$ cat config.mk
export PLATFORM = sky130hd
export DESIGN_NAME = fetch_pc_unit_flat
export DESIGN_NICKNAME = d
export VERILOG_FILES = /design/src/rtl/fetch_pc_unit_if.sv /design/src/rtl/fetch_pc_unit.sv /design/src/flat_wrapper.sv
export SDC_FILE = /design/constraint.sdc
export NUM_CORES = 1
export LEC_CHECK = 0
export CORE_UTILIZATION = 46
export DETAILED_ROUTE_END_ITERATION = 8
export PLACE_DENSITY = 0.8
export RECOVER_POWER = 50
export REMOVE_ABC_BUFFERS = 1
export SYNTH_ARGS = -nofsm -noshare
export SYNTH_HDL_FRONTEND = slang
export SYNTH_SLANG_ARGS = --single-unit
$ cat constraint.sdc
create_clock -name clk -period 4.6 [get_ports clk]
set_input_delay 1.38 -clock clk [delete_from_list [all_inputs] [get_ports clk]]
set_output_delay 1.38 -clock clk [all_outputs]
set_load 0.1 [all_outputs]
$ cat src/rtl/fetch_pc_unit_if.sv
// Instruction-memory request bus used by fetch_pc_unit.
// master issues req/addr; slave answers with rdata/ready.
interface fetch_pc_unit_if;
   logic        imem_req;
   logic [31:0] imem_addr;
   logic [31:0] imem_rdata;
   logic        imem_ready;

   modport master (
      output imem_req,
      output imem_addr,
      input  imem_rdata,
      input  imem_ready
   );

   modport slave (
      input  imem_req,
      input  imem_addr,
      output imem_rdata,
      output imem_ready
   );
endinterface

$ cat src/rtl/fetch_pc_unit.sv
// Fetch stage: PC register, imem req/ready fetch and next-PC select.
// Optional fetch watchdog enabled by defining FETCH_TIMEOUT_EN.
module fetch_pc_unit #(
   parameter logic [31:0] RESET_PC = 32'h0000_0000,
   parameter int unsigned TIMEOUT  = 16
) (
   input  logic            clk,
   input  logic            rst,
   input  logic            stall,
   fetch_pc_unit_if.master imem,
   input  logic            Jump,
   input  logic            Branch,
   input  logic            BranchNe,
   input  logic            zero,
   input  logic            jr_en,
   input  logic [31:0]     rs_data,
   output logic [31:0]     pc,
   output logic [31:0]     pc_plus4,
   output logic [31:0]     instr,
   output logic [5:0]      opcode,
   output logic            instr_valid,
   output logic            fetch_err
);

   typedef enum logic [1:0] {
      BOOT  = 2'd0,
      REQ   = 2'd1,
      VALID = 2'd2
   } state_e;

   state_e      state_q, state_d;
   logic [31:0] pc_q, pc_d;
   logic [31:0] instr_q, instr_d;
   logic [31:0] next_pc;
   logic [31:0] br_off;
   logic [31:0] seq_pc;
   logic        take_br;
   logic        timeout_hit;

   if (TIMEOUT < 2 || TIMEOUT > 255) begin : g_bad_timeout
      $error("fetch_pc_unit: TIMEOUT must be 2..255");
   end

   assign seq_pc  = pc_q + 32'd4;
   assign br_off  = {{14{instr_q[15]}}, instr_q[15:0], 2'b00};
   assign take_br = (Branch & zero) | (BranchNe & ~zero);

   // if/else chain keeps Branch/BranchNe out of the jump path entirely
   always_comb begin
      next_pc = seq_pc;
      if (jr_en) begin
         next_pc = rs_data & 32'hFFFF_FFFC;
      end else if (Jump) begin
         next_pc = {seq_pc[31:28], instr_q[25:0], 2'b00};
      end else if (take_br) begin
         next_pc = seq_pc + br_off;
      end
   end

`ifdef FETCH_TIMEOUT_EN
   logic [7:0] wait_q, wait_d;
   logic       err_q, err_d;

   assign timeout_hit = (state_q == REQ)
                      && !imem.imem_ready
                      && (wait_q == 8'(TIMEOUT - 1));

   // counter sits at zero outside REQ, so every REQ entry starts fresh
   always_comb begin
      wait_d = wait_q;
      err_d  = err_q;
      if (state_q != REQ) begin
         wait_d = 8'd0;
      end else if (!imem.imem_ready) begin
         wait_d = wait_q + 8'd1;
      end
      if (timeout_hit) begin
         err_d = 1'b1;
      end
   end

   always_ff @(posedge clk) begin
      if (rst) begin
         wait_q <= 8'd0;
         err_q  <= 1'b0;
      end else begin
         wait_q <= wait_d;
         err_q  <= err_d;
      end
   end

   assign fetch_err = err_q;
`else
   assign timeout_hit = 1'b0;
   assign fetch_err   = 1'b0;
`endif

   always_ff @(posedge clk) begin
      if (rst) begin
         state_q <= BOOT;
         pc_q    <= RESET_PC;
         instr_q <= 32'h0000_0000;
      end else begin
         state_q <= state_d;
         pc_q    <= pc_d;
         instr_q <= instr_d;
      end
   end

   always_comb begin
      state_d = state_q;
      pc_d    = pc_q;
      instr_d = instr_q;
      unique case (state_q)
         BOOT: begin
            state_d = REQ;
         end
         REQ: begin
            if (imem.imem_ready) begin
               instr_d = imem.imem_rdata;
               state_d = VALID;
            end else if (timeout_hit) begin
               instr_d = 32'h0000_0000;
               state_d = VALID;
            end
         end
         VALID: begin
            if (!stall) begin
               pc_d    = next_pc;
               state_d = REQ;
            end
         end
         default: begin
            state_d = BOOT;
         end
      endcase
   end

   always_comb begin
      imem.imem_req  = (state_q == REQ);
      imem.imem_addr = pc_q;
      instr_valid    = (state_q == VALID);
      pc             = pc_q;
      pc_plus4       = seq_pc;
      instr          = instr_q;
      opcode         = instr_q[31:26];
   end

endmodule
$ cat src/flat_wrapper.sv
// flat-port wrapper written by rule: the top's interface ports become plain ports
module fetch_pc_unit_flat 
#(
   parameter logic [31:0] RESET_PC = 32'h0000_0000,
   parameter int unsigned TIMEOUT  = 16
)
  (clk, rst, stall, Jump, Branch, BranchNe, zero, jr_en, rs_data, pc, pc_plus4, instr, opcode, instr_valid, fetch_err, imem_imem_req, imem_imem_addr, imem_imem_rdata, imem_imem_ready);
  fetch_pc_unit_if imem_i ();
  input  logic clk;
  input  logic rst;
  input  logic stall;
  input  logic Jump;
  input  logic Branch;
  input  logic BranchNe;
  input  logic zero;
  input  logic jr_en;
  input  logic [31:0] rs_data;
  output logic [31:0] pc;
  output logic [31:0] pc_plus4;
  output logic [31:0] instr;
  output logic [5:0] opcode;
  output logic instr_valid;
  output logic fetch_err;
  output wire logic [$bits(imem_i.imem_req)-1:0] imem_imem_req;
  output wire logic [$bits(imem_i.imem_addr)-1:0] imem_imem_addr;
  input wire logic [$bits(imem_i.imem_rdata)-1:0] imem_imem_rdata;
  input wire logic [$bits(imem_i.imem_ready)-1:0] imem_imem_ready;
  assign imem_imem_req = imem_i.imem_req;
  assign imem_imem_addr = imem_i.imem_addr;
  assign imem_i.imem_rdata = imem_imem_rdata;
  assign imem_i.imem_ready = imem_imem_ready;
  fetch_pc_unit #(.RESET_PC(RESET_PC), .TIMEOUT(TIMEOUT)) u_core (.clk(clk), .rst(rst), .stall(stall), .imem(imem_i), .Jump(Jump), .Branch(Branch), .BranchNe(BranchNe), .zero(zero), .jr_en(jr_en), .rs_data(rs_data), .pc(pc), .pc_plus4(pc_plus4), .instr(instr), .opcode(opcode), .instr_valid(instr_valid), .fetch_err(fetch_err));
endmodule
==> results.sh <==
export IMPL_yosys_top_cells_area="dfxtp_1 23%, nand2_1 8.9%, a21oi_1 8.8%"
export IMPL_clockBufferDepth=2
export IMPL_drive_above_1_share_pct=7.33
export IMPL_stdcell_count=1088
export IMPL_syn_area_per_cell_um2=7.16
export IMPL_critPathKind="flip-flop to output pin"
export IMPL_slew_viol_final=70
export IMPL_syn_cell_area_mm2=0.00569
export IMPL_path_max_fanout=9
export IMPL_yosysUniqueCellTypes=64
export IMPL_leakagePower_nw=3.19
export IMPL_cts_tree="done"
export IMPL_run_status="finished with violations"
export IMPL_vias_per_cell=5.74
export IMPL_die_area_mm2=0.0128
export IMPL_clockRootBuffer="clkbuf_16"
export IMPL_coreArea_mm2=0.0120
export IMPL_chipWidth_um=113
export IMPL_seq_area_frac_synth_pct=22.5
export IMPL_yosysMostFrequentCell="nand2_1"
export IMPL_cts_resized=0
export IMPL_drt_wirelength_per_cell_um=17.0
export IMPL_hold_class="flip-flop to flip-flop"
export IMPL_fin_util_pct=64.6
export IMPL_clk_insertion_delay_late_ns=0.34
export IMPL_clock_sinks=64
export IMPL_final_area_mm2=0.00776
export IMPL_numPortBuffers=200
export IMPL_arrival_ns=2.83
export IMPL_antenna_found_initial=0
export IMPL_grt_max_degree=40
export IMPL_ys_warn_count=0
export IMPL_power_mw=1.99
export IMPL_max_stage_delay_ns=0.55
export IMPL_yosysTopAreaCell="dfxtp_1"
export IMPL_ys_ff_latch=64
export IMPL_row_count=40
export IMPL_io_pins=210
export IMPL_synthCells=795
export IMPL_grt_usage_pct=28.5
export IMPL_dr_pass1_iters=5
export IMPL_setup_worst_path_end_class="output pin"
export IMPL_drt_initial_drc_count=400
export IMPL_ys_flop_type="dfxtp_1"
export IMPL_clkTransAtPathRegs_ns=0.06
export IMPL_synth_edf_count=0
export IMPL_synth_top_cell_area_share_pct=22.5
export IMPL_switching_share_pct=37.8
export IMPL_dp_cells=1073
export IMPL_drv_cap=2
export IMPL_period_needed_ns=4.21
export IMPL_grt_first_pass_wirelength_um=29200
export IMPL_crit_required_ns=3.22
export IMPL_power_density_mw_per_mm2=256
export IMPL_synthArstFlopShare_pct=0
export IMPL_num_antenna_cells=0
export IMPL_p_clk_share_pct=38.0
export IMPL_seq_power_share_pct=30.4
export IMPL_maxSlewHeadroom_pct=-21.6
export IMPL_grt_pass1_vias=5729
export IMPL_gp_congestion=0.945
export IMPL_p_switching_mw=0.751
export IMPL_cts_max_level=3
export IMPL_die_h_um=113
export IMPL_clock_fmax_mhz=237
export IMPL_synthTopCellsByCount="135 x nand2_1, 100 x a21oi_1, 66 x nor2_1"
export IMPL_worstMarginPinSlew_ns=1.82
export IMPL_setup_viol=0
export IMPL_area_delta_synth_final_pct=36.4
export IMPL_hpwl_um=13300
export IMPL_combPwrFrac_pct=31.6
export IMPL_cts_made_buffers=9
export IMPL_placed_area_mm2=0.00747
export IMPL_grt_overflow_total=0
export IMPL_violations="capacitance limit, slew limit"
export IMPL_rsz0062_at_grt="false"
export IMPL_postCtsSetupBuffers=0
export IMPL_cp_slowest_cell="nor4_4"
export IMPL_initial_core_util_pct=47.4
export IMPL_wl_um=18500
export IMPL_fin_skew_ns=0.00578
export IMPL_ir_drop_mv=0.178
export IMPL_hold_violations=0
export IMPL_nets=1047
export IMPL_crit_chain="nand3_1 -> nor4_4 -> and2_2 -> nand4_1 -> xnor2_1 -> buf_4"
export IMPL_period_share_pct=91.6
export IMPL_num_vias=6247
export IMPL_drc=0
export IMPL_ant_nets=0
export IMPL_startpoint_type="flip-flop"
export IMPL_postCtsHoldBufs=0
export IMPL_p_int_mw=1.23
-- placed cells by master (no fill, tap or decap), types with 19 or more instances in the layout --
cell type,n
nand3_1,26
clkdlybuf4s50_1,115
buf_4,31
o21ai_0,37
inv_1,20
xnor2_1,37
ha_1,36
a211oi_1,19
a21oi_1,100
nand2_1,135
dfxtp_1,64
dlygate4sd3_1,54
nor2_1,66
-- layer usage --
layer  GRT usage [%]  vias up  wire length [µm]
met4            8.77        0               375
met3            4.71       34              1430
met1            39.6     2897              8470
met2            45.1      245              8200
li1                -     3071                 -
met5               0        -                 0
-- path summary, 6_finish.rpt --
path / cells past startpoint / slack [ns] / start / to
min reg2reg: 2 / 0.46 / u_core.instr[27] / u_core.instr[27]
max: 6 / 0.39 / u_core.imem.imem_addr[4] / pc_plus4[23]
max reg2reg: 15 / 0.55 / u_core.imem.imem_addr[2] / u_core.imem.imem_addr[31]
min: 2 / 0.46 / u_core.instr[27] / u_core.instr[27]
-- layout make-up --
cell class,count,area [µm²]
sequential,64,1280
multi-input combinational,629,3860
tap,147,184
timing repair buffer,213,2040
inverter,20,75.1
clock buffer,10,239
clock inverter,5,81.3
fill,1106,4250
-- critical path: cells and delay by family, from the launching register on --
kind / cells / cell delay (ns)
and+or+nand+nor: 4 / 1.22
xor gates and xnor gates: 1 / 0.39
DFF: 1 / 0.49
buffers and inverters: 1 / 0.38
-- logic make-up after synthesis --
family	synth area share [%]
compound gates	25.5
fa+ha+maj	8.27
other cells	0.0659
xor+xnor	7.24
buf+inv	10.1
simple gates	23.8
mux	2.46
flops	22.5
-- power groups by stage --
stage / Clock, mW / Sequential [mW] / Combinational [mW]
final: 0.755 / 0.603 / 0.627
after global routing: 0.783 / 0.607 / 0.656
after CTS: 0.756 / 0.603 / 0.632
after detailed placement: 0 / 0.615 / 0.629
after global placement: 0 / 0.615 / 0.625
after floorplan: 0 / 0.813 / 0.228
-- sequential cells by signal (all words and copies together) (netlist names) --
signal and cells:
u_core.imem.imem_addr 30, u_core.instr 32, u_core.state_q 2
-- stage by stage --
stage               worst slack (ns)  hold WS (ns)  setup TNS (ns)
global route                  0.0905         0.490               0
floorplan                      -1.94         0.527          -72.52
detailed placement             0.660         0.467               0
finish                         0.386         0.464               0
CTS                            0.405         0.476               0
global placement               0.675         0.461               0
Power figures use the tool's default switching activity.
==> variant, RTL diff (same flow settings) <==
Add a define of `FETCH_TIMEOUT_EN`.
--- a/src/rtl/fetch_pc_unit.sv
+++ b/src/rtl/fetch_pc_unit.sv
@@ -1,5 +1,7 @@
 // Fetch stage: PC register, imem req/ready fetch and next-PC select.
 // Optional fetch watchdog enabled by defining FETCH_TIMEOUT_EN.
+`define FETCH_TIMEOUT_EN
+
 module fetch_pc_unit #(
    parameter logic [31:0] RESET_PC = 32'h0000_0000,
    parameter int unsigned TIMEOUT  = 16
Formal check against the unedited RTL: no difference found for any inputs over 4 cycles, from zero or initial values and one cycle with rst high; that may be too few to reach the edited logic, so the function may still have changed.
==> variant against the unedited design <==
Power increased by 1.5%. Register-to-register slack worse by 0.17 ns. Wire length increased by 5.6%. Cell count increased by 2.4%. Combinational power grew 1%. Largest power group unchanged. Fmax barely moved. Final area increased by 3.9%. Sequential power grew 13%. Die area increased by 2.9%. Sequential cell count up 9. Clock skew down 0.00071 ns. Synthesized area up 2.9%. Worst setup slack got worse by 0.0041 ns.
==> variant: results (changes against the unedited design) <==
<table>
<tr><th>Metric</th><th>Value</th></tr>
<tr><th colspan="2">Cells and area</th></tr>
<tr><td>Share of layout cells above drive strength 1</td><td>7.61% (+0.28 points)</td></tr>
<tr><td>Number of fill cells in the layout</td><td>1131 (+2.3%)</td></tr>
<tr><th colspan="2">STA</th></tr>
<tr><td>Transition time at the pin with the least slew margin</td><td>1.28 ns (-0.547 ns)</td></tr>
<tr><td>Maximum clock rate</td><td>237 MHz (about the same)</td></tr>
<tr><td>Setup clock skew after layout</td><td>0.00507 ns (-0.000710 ns)</td></tr>
<tr><td>Worst slack on hold paths</td><td>0.482 ns (+0.0181 ns)</td></tr>
<tr><th colspan="2">Placement</th></tr>
<tr><td>RePlAce Congestion</td><td>0.933 (-1.3%)</td></tr>
<tr><td>Setup slack after placement</td><td>0.467 ns (-0.193 ns)</td></tr>
<tr><td>Count of input and output buffers</td><td>201 (+0.50%)</td></tr>
<tr><th colspan="2">Worst setup path</th></tr>
<tr><td>Endpoint arrival time on the critical path</td><td>2.84 ns (about the same)</td></tr>
<tr><td>Slowest stage cell, crit path</td><td>sky130_fd_sc_hd__dfxtp_1</td></tr>
<tr><td>Worst path max stage delay</td><td>0.45 ns (-0.10 ns)</td></tr>
<tr><th colspan="2">Synth</th></tr>
<tr><td>Cell area after technology mapping</td><td>5860 um2 (+2.9%)</td></tr>
<tr><td>Sequential share of the synthesized area</td><td>25.0% (+2.4 points)</td></tr>
<tr><td>Synth cell types</td><td>68 (+6.3%)</td></tr>
<tr><td>Top post-synthesis cells by count</td><td>sky130_fd_sc_hd__nand2_1, sky130_fd_sc_hd__a21oi_1, sky130_fd_sc_hd__dfxtp_1, sky130_fd_sc_hd__o21ai_0, sky130_fd_sc_hd__nor2_1</td></tr>
<tr><td>Largest cells by area after synthesis</td><td>sky130_fd_sc_hd__dfxtp_1, sky130_fd_sc_hd__ha_1, sky130_fd_sc_hd__a21oi_1</td></tr>
<tr><th colspan="2">Power and ir drop</th></tr>
<tr><td>Leak Pwr</td><td>0.00328 uW (+2.8%)</td></tr>
<tr><td>Peak supply drop</td><td>0.000321 V (+81%)</td></tr>
<tr><th colspan="2">Clocking</th></tr>
<tr><td>Level count of the clock H-tree</td><td>3 (unchanged)</td></tr>
<tr><th colspan="2">Route</th></tr>
<tr><td>Vias post-DR</td><td>6296 (+0.78%)</td></tr>
<tr><td>1st-pass router iterations</td><td>6 (+1)</td></tr>
<tr><td>Detailed Route Iter0 Violations</td><td>395 (-1.3%)</td></tr>
<tr><th colspan="2">GRT</th></tr>
<tr><td>Overall track demand over capacity in global routing</td><td>29.9% (+1.3 points)</td></tr>
<tr><td>Global-route wire length before repair</td><td>30.6 mm (+4.6%)</td></tr>
<tr><td>Via count of the first global-routing pass</td><td>5933 (+3.6%)</td></tr>
<tr><td>Largest net degree at the start of global routing</td><td>56 (+40%)</td></tr>
<tr><th colspan="2">Outcome</th></tr>
<tr><td>Status</td><td>finished clean</td></tr>
</table>
-- variant: worst paths after layout --
| path | from | to | depth (start not counted) |
|---|---|---|---|
| worst max register to register | u_core.imem.imem_addr[2] | u_core.imem.imem_addr[31] | 17 |
| worst max-delay path | u_core.imem.imem_addr[14] | pc_plus4[26] | 7 |
| worst min register to register | u_core.instr[29] | u_core.instr[29] | 2 |
| worst min-delay path | u_core.instr[29] | u_core.instr[29] | 2 |
-- variant: final cells by class --
cell class	instances	share of cell area [%]
multi-input cells	617	47.7
repair buffers	224	27.2
flip-flops and latches	73	18.1
clock buffers	9	2.79
well taps	168	2.61
inverters	18	0.838
clock inverters	5	0.729
-- variant: stage by stage --
stage	std cells	cell area, um2
6_report	1114	8060
5_1_grt	1114	8060
4_1_cts	1114	8100
3_5_place_dp	1100	7810
3_3_place_gp	1100	7810
2_1_floorplan	708	5380
-- variant: layer usage --
metal | global-route usage [%] | share of wire, % | wire [um]
met1 | 37.7 | 42 | 8290
met2 | 48.6 | 46 | 8890
met3 | 9.70 | 9.8 | 1920
met4 | 8.74 | 2.1 | 410
met5 | 0 | 0 | 0
-- variant: cells by family after synthesis --
family	count (synthesis)	share of synthesized area, %
simple gates	276	22.3
compound gates	228	24.0
buf+inv	106	9.70
flops	73	25.0
xor+xnor	56	8.50
fa+ha+maj	38	8.25
mux	13	2.26
other cells	1	0.0640
-- variant: where the power goes --
group | switching (uW) | total, uW | internal [uW]
Combinational | 455 | 633 | 178
Clock | 288 | 702 | 414
Sequential | 25.8 | 680 | 654
-- variant: tightest hold or removal path, cell delays in order, from the launching register on --
cell	delay (ns)
sky130_fd_sc_hd__dfxtp_1	0.32
sky130_fd_sc_hd__nand3_1	0.06
sky130_fd_sc_hd__a21oi_1	0.06
